### src/rtl/merlin_wb_arbiter.sv
// Writeback arbiter and destination-register scoreboard for the integer register file.
// Latency: a request accepted in cycle N drives its register-file write strobe in cycle N+1.
// Backpressure: up to two nonzero-destination requests are granted per cycle; the others see ready=0 and hold.
//
// Ports:
//   clk_i, reset_i                 clock, asynchronous active-low reset
//   req_valid_i/req_ready_o        per-requester handshake (requester 0 = ALU)
//   req_addr_i/req_data_i          packed destination/data, requester n at slice n
//   wreg_{a,b}_{wr,addr,data}_o    registered register-file write ports
//   issue_i/issue_addr_i           decode marks a destination register pending
//   rreg_{a,b}_{rd,addr}_i         decode read operands
//   hazard_{a,b}_o                 operand not yet architecturally visible
//
// Build option: define MERLIN_WB_ARB_RR_EN for round-robin priority; otherwise
// priority is fixed with requester 0 highest.
module merlin_wb_arbiter #(
   parameter int C_NREQ  = 3,
   parameter int RV_XLEN = 32
) (
   input  logic                      clk_i,
   input  logic                      reset_i,
   input  logic [C_NREQ-1:0]         req_valid_i,
   output logic [C_NREQ-1:0]         req_ready_o,
   input  logic [5*C_NREQ-1:0]       req_addr_i,
   input  logic [RV_XLEN*C_NREQ-1:0] req_data_i,
   output logic                      wreg_a_wr_o,
   output logic                      wreg_b_wr_o,
   output logic [4:0]                wreg_a_addr_o,
   output logic [4:0]                wreg_b_addr_o,
   output logic [RV_XLEN-1:0]        wreg_a_data_o,
   output logic [RV_XLEN-1:0]        wreg_b_data_o,
   input  logic                      issue_i,
   input  logic [4:0]                issue_addr_i,
   input  logic                      rreg_a_rd_i,
   input  logic                      rreg_b_rd_i,
   input  logic [4:0]                rreg_a_addr_i,
   input  logic [4:0]                rreg_b_addr_i,
   output logic                      hazard_a_o,
   output logic                      hazard_b_o
);

   localparam int PW = (C_NREQ > 1) ? $clog2(C_NREQ) : 1;

   // Scan starts just after ptr; in fixed mode ptr is the last index so the
   // scan always begins at requester 0.
   logic [PW-1:0] ptr;
`ifdef MERLIN_WB_ARB_RR_EN
   logic [PW-1:0] ptr_q, ptr_d;
   assign ptr = ptr_q;
`else
   assign ptr = PW'(C_NREQ - 1);
`endif

   logic               a_vld_d, b_vld_d;
   logic [4:0]         a_addr_d, b_addr_d;
   logic [RV_XLEN-1:0] a_data_d, b_data_d;
   logic [C_NREQ-1:0]  ready_d;

   logic               wa_q, wb_q;
   logic [4:0]         wa_addr_q, wb_addr_q;
   logic [RV_XLEN-1:0] wa_data_q, wb_data_q;
   logic [31:1]        pend_q, pend_d;

   // Two passes over the requesters emulate a rotated scan: pass 0 covers
   // indices above ptr, pass 1 wraps around to indices up to ptr.
   always_comb begin
      a_vld_d  = 1'b0;
      b_vld_d  = 1'b0;
      a_addr_d = '0;
      b_addr_d = '0;
      a_data_d = '0;
      b_data_d = '0;
      ready_d  = '0;
`ifdef MERLIN_WB_ARB_RR_EN
      ptr_d    = ptr_q;
`endif
      for (int pass = 0; pass < 2; pass++) begin
         for (int i = 0; i < C_NREQ; i++) begin
            if (((pass == 0) && (PW'(i) > ptr)) || ((pass == 1) && (PW'(i) <= ptr))) begin
               if (req_valid_i[i]) begin
                  if (req_addr_i[5*i +: 5] == 5'd0) begin
                     // x0 writes are discarded: accept without using a port
                     ready_d[i] = 1'b1;
                  end else if (!a_vld_d) begin
                     a_vld_d    = 1'b1;
                     a_addr_d   = req_addr_i[5*i +: 5];
                     a_data_d   = req_data_i[RV_XLEN*i +: RV_XLEN];
                     ready_d[i] = 1'b1;
`ifdef MERLIN_WB_ARB_RR_EN
                     ptr_d      = PW'(i);
`endif
                  end else if (!b_vld_d && (req_addr_i[5*i +: 5] != a_addr_d)) begin
                     // same-address requests never share a cycle; loser retries
                     b_vld_d    = 1'b1;
                     b_addr_d   = req_addr_i[5*i +: 5];
                     b_data_d   = req_data_i[RV_XLEN*i +: RV_XLEN];
                     ready_d[i] = 1'b1;
`ifdef MERLIN_WB_ARB_RR_EN
                     ptr_d      = PW'(i);
`endif
                  end
               end
            end
         end
      end
   end

   assign req_ready_o = reset_i ? ready_d : '0;

   // Issue is applied after the clears so a same-cycle issue (younger
   // instruction) keeps the register pending.
   always_comb begin
      pend_d = pend_q;
      if (a_vld_d) pend_d[a_addr_d] = 1'b0;
      if (b_vld_d) pend_d[b_addr_d] = 1'b0;
      if (issue_i && (issue_addr_i != 5'd0)) pend_d[issue_addr_i] = 1'b1;
   end

   always_ff @(posedge clk_i or negedge reset_i) begin
      if (!reset_i) begin
         wa_q      <= 1'b0;
         wb_q      <= 1'b0;
         wa_addr_q <= '0;
         wb_addr_q <= '0;
         wa_data_q <= '0;
         wb_data_q <= '0;
         pend_q    <= '0;
`ifdef MERLIN_WB_ARB_RR_EN
         ptr_q     <= PW'(C_NREQ - 1);
`endif
      end else begin
         wa_q   <= a_vld_d;
         wb_q   <= b_vld_d;
         pend_q <= pend_d;
         if (a_vld_d) begin
            wa_addr_q <= a_addr_d;
            wa_data_q <= a_data_d;
         end
         if (b_vld_d) begin
            wb_addr_q <= b_addr_d;
            wb_data_q <= b_data_d;
         end
`ifdef MERLIN_WB_ARB_RR_EN
         ptr_q <= ptr_d;
`endif
      end
   end

   assign wreg_a_wr_o   = wa_q;
   assign wreg_b_wr_o   = wb_q;
   assign wreg_a_addr_o = wa_addr_q;
   assign wreg_b_addr_o = wb_addr_q;
   assign wreg_a_data_o = wa_data_q;
   assign wreg_b_data_o = wb_data_q;

   // A register stays hazardous while pending and while its write sits in the
   // output stage; it becomes readable the cycle after the strobe.
   assign hazard_a_o = rreg_a_rd_i && (rreg_a_addr_i != 5'd0) &&
                       (pend_q[rreg_a_addr_i] ||
                        (wa_q && (wa_addr_q == rreg_a_addr_i)) ||
                        (wb_q && (wb_addr_q == rreg_a_addr_i)));
   assign hazard_b_o = rreg_b_rd_i && (rreg_b_addr_i != 5'd0) &&
                       (pend_q[rreg_b_addr_i] ||
                        (wa_q && (wa_addr_q == rreg_b_addr_i)) ||
                        (wb_q && (wb_addr_q == rreg_b_addr_i)));

endmodule

### config.mk
export PLATFORM = sky130hd
export DESIGN_NAME = merlin_wb_arbiter
export DESIGN_NICKNAME = d
export VERILOG_FILES = /design/src/rtl/merlin_wb_arbiter.sv
export SDC_FILE = /design/constraint.sdc
export NUM_CORES = 1
export LEC_CHECK = 0
export ABC_CLOCK_PERIOD_IN_PS = 5450
export CAP_MARGIN = 15
export CORE_MARGIN = 5
export CORE_UTILIZATION = 25
export CTS_BUF_LIST = sky130_fd_sc_hd__clkbuf_4
export DETAILED_ROUTE_END_ITERATION = 10
export PLACE_DENSITY_LB_ADDON = 0.08
export SETUP_SLACK_MARGIN = 0.15
export SYNTH_ARGS = -nofsm -noshare
export SYNTH_HDL_FRONTEND = slang
export SYNTH_SLANG_ARGS = --single-unit
### constraint.sdc
create_clock -name clk_i -period 5.45 [get_ports clk_i]
set_input_delay 1.3625 -clock clk_i [delete_from_list [all_inputs] [get_ports clk_i]]
set_output_delay 1.3625 -clock clk_i [all_outputs]
set_load 0.005 [all_outputs]
==> metrics.md <==
| Metric | Value |
|---|---|
| Number of global-route vias before repair | 7027 |
| CTS buffer count | 9 |
| Max-Cap Viols | 0 |
| Syn Inst Count | 771 |
| Via Count | 7144 |
| CP Class | in -> out |
| Clock Sinks | 107 |
| CTS Root Cell | clkbuf_4 |
| First-pass GRT wire length | 44.4 mm |
| Synth Flop Type | dfrtp_1 |
| Synth Area in Compound Gates | 26.0% |
| Req. time, crit path | 4090 ps |
| Initial antenna violation count | 5 |
| Mux share of post-synthesis cell area | 6.60% |
| Final hold viol count | 0 |
| Die area | 0.0312 mm^2 |
| Post-synth cell types | 64 |
| Largest cells by area after synthesis | dfrtp_1, mux4_2, nand2_1 |
| Worst Setup Slack, final | 313 ps |
| Setup crit end kind | output pin |
| Delay-heaviest family, CP | multiplexers |
| Hold Crit Class | reg -> reg |
| Worst Skew | 0 ps |
| Initial Util | 25.1% |
| HP Start | wreg_a_data_o[1]$_DFFE_PN0N_ |
| Power share of the clock group | 19.4% |
| Crit path max-delay cell type | mux4_2 |
| Crit-path max FO | 11 |
| I/O pins | 215 |
| Die Span Y | 177 um |
| Yosys Warn Count | 0 |
| Final setup vio count | 0 |
| Gr ovfl total | 0 |
| FILL cells | 2917 |
| Core Region | 0.0276 mm^2 |
| Final std cells w/o fill | 1362 |
| Slew of the pin with the lowest slew margin | 1010 ps |
| Starting DRC count in detailed routing | 569 |
| Share of cells above drive strength 1 | 11.0% |
| I/O Buffers | 214 |
| Critical path launch point | rreg_b_addr_i[0] |
| Net Sw Frac | 34.7% |
| Reg area | 0.00268 mm^2 |
| Multi-input gate area | 0.00402 mm^2 |
| Setup TNS | 0 ps |
| P&R area growth vs syn | 41.7% |
| RD Place Congestion | 0.805 |
| RSZ-0062 raised after global routing | no |
| Drt pass-1 iters | 6 |
| Cell Area, Synth | 0.00694 mm^2 |
| Combinational share of power | 36.2% |
| Simple-Gate Fraction of Synth Area | 21.0% |
| Int Power | 0.00151 W |
| Routed wire length | 29.2 mm |
| Num rows | 61 |
| Peak supply drop | 0.100 mV |
| Result of the run | completed |
| Final Power | 0.00231 W |
| Hold bufs inserted after CTS | 0 |
| Reg clk slew, reported paths | 160 ps |
| Largest family of logic cells by synthesized area | compound AO/OA/AOI/OAI gates |
| Fin nets | 1110 |
| Buf/Inv on CP | 3 |
| Lkg Pwr | 3.68 nW |
| Xor/xnor share of the synthesized area | 3.26% |
| PwrDens | 235 mW/mm^2 |
| CTS tree | done |
| Crit path DAT | 3770 ps |
| Routed length per placed instance | 21.4 um |
| Critical-path cell list | clkdlybuf4s50_1 -> buf_4 -> mux4_2 -> mux4_2 -> mux2i_1 -> a31oi_1 -> clkdlybuf4s50_1 |
| Tmin final | 5140 ps |
| Maximum root-to-sink buffer count | 2 |
| Cell taking the most area after synthesis | dfrtp_1 |
| Sequential-to-total area share from yosys stat | 38.6% |
| DRC errors left | 0 |
| Psw | 0.000802 W |
| Syn Area/Cell | 9.00 um^2 |
| Antenna-violating nets left | 0 |
| Crit path largest cell delay | 510 ps |
| Synth top area share | 38.6% |
| Cell total after placement | 1342 |
| Largest net degree at the start of global routing | 72 |
| Die X | 177 um |
| Crit path launch type | input pin |
| Flops & latches, synth | 107 |
| Post-Synthesis Net Count | 905 |
| Vias/cell | 5.25 |
| Detail Placement HPWL | 21.2 mm |
| Asr flop ratio synth | 100% |
| Clock Latency Late Sink | 490 ps |
| Max Slew Vio Count | 0 |
| Max_slew headroom | 32.6% |
| Adder-Cell Fraction of Synth Area | 0% |
| Post-route clock period utilization | 94.3% |
| Sequential Power Share | 44.5% |
| Pre-CTS WS | 188 ps |
| Reg2reg start | wreg_b_data_o[26]$_DFFE_PN0N_ |
| Max Clk Rate | 195 MHz |
| Post-synth EDFFs | 0 |
| All-layer global routing usage | 18.3% |
| H-tree depth | 3 |
==> flip-flops by register name, indices dropped and copies added, names as in the netlist <==
signal,count
wreg_a_addr_o,5
wreg_a_wr_o,1
wreg_b_data_o,32
wreg_a_data_o,32
pend_q,31
wreg_b_wr_o,1
wreg_b_addr_o,5
==> cells by family (layout without fill, tap and decap cells) <==
group	after synthesis	after routing
XOR/XNOR	25	25
other	0	3
AND/OR/NAND/NOR	284	284
multiplexers	23	23
buffers and inverters	73	283
flip-flops	107	107
AO/OA/AOI/OAI	259	259
==> synth_stat cells (all sizes together) (6+ instances only) <==
cell	count
nor2	15
nor4	31
nand3b	7
nor3	7
o211ai	13
dfrtp	107
and2	6
buf	23
clkbuf	43
nor2b	32
o221ai	7
o21ai	79
mux4	18
inv	7
a221o	31
o22ai	21
a31oi	36
nand2	107
xnor2	8
xor2	17
a21oi	40
nand3	51
==> worst paths after layout <==
| path | cells past startpoint | to | slack [ps] |
|---|---|---|---|
| max | 7 | hazard_b_o | 310 |
| min | 1 | wreg_a_data_o[1]$_DFFE_PN0N_ | 540 |
| max reg2reg | 3 | wreg_b_data_o[26]$_DFFE_PN0N_ | 4540 |
| min reg2reg | 1 | wreg_a_data_o[1]$_DFFE_PN0N_ | 540 |
| max in group asynchronous | 3 | wreg_a_data_o[1]$_DFFE_PN0N_ | 3080 |
| min in group asynchronous | 1 | pend_q[2]$_DFF_PN0_ | 690 |
==> timing repair <==
action                     CTS  global route
setup buffers                0             1
gates resized for setup      0             3
setup endpoints to repair    0             1
==> metal layers <==
metal,GRT usage (%),wire length (um),vias up
met4,3.58,338,4
li1,-,-,3355
met5,0,35,-
met1,25.8,13100,3488
met2,27.5,13000,275
met3,6.30,2660,22
==> worst register-to-register path, stage by stage, from the launching register on <==
cell and delay [ps]:
dfrtp_1 440, nor2b_1 140, a31oi_1 160, o21ai_1 70
==> cell type report <==
| type | instances | share of cell area [%] |
|---|---|---|
| clock buffers | 9 | 0.687 |
| well taps | 378 | 4.81 |
| repair buffers | 260 | 25.3 |
| inverters | 7 | 0.267 |
| multi-input cells | 591 | 40.8 |
| clock inverters | 7 | 0.763 |
| diodes | 3 | 0.0763 |
| flip-flops and latches | 107 | 27.2 |
==> metrics by stage <==
stage / hold slack (ps) / utilization [%] / area [um^2]
floorplan: 502 / - / 6940
global placement: 497 / 35.0 / 9660
detailed placement: 497 / 35.0 / 9660
CTS: 544 / 35.5 / 9810
global route: 556 / 35.6 / 9830
finish: 537 / 35.6 / 9830
==> power groups by stage <==
stage | Combinational [W] | Sequential [W] | Clock [W]
2_1_floorplan | 0.000413 | 0.00100 | 0
3_3_place_gp | 0.000840 | 0.00104 | 0
3_5_place_dp | 0.000839 | 0.00104 | 0
4_1_cts | 0.000841 | 0.00102 | 0.000477
5_1_grt | 0.000914 | 0.00104 | 0.000496
6_report | 0.000835 | 0.00103 | 0.000447
==> placed cells by master (no fill, tap or decap), types with 35 or more instances in the layout <==
| master | synthesis | routed |
|---|---|---|
| nand2_1 | 107 | 107 |
| a31oi_1 | 35 | 35 |
| nand3_1 | 51 | 51 |
| clkdlybuf4s50_1 | 0 | 211 |
| a21oi_1 | 40 | 40 |
| dfrtp_1 | 107 | 107 |
| o21ai_0 | 47 | 47 |
| buf_4 | 6 | 47 |
Power figures use the tool's default switching activity.
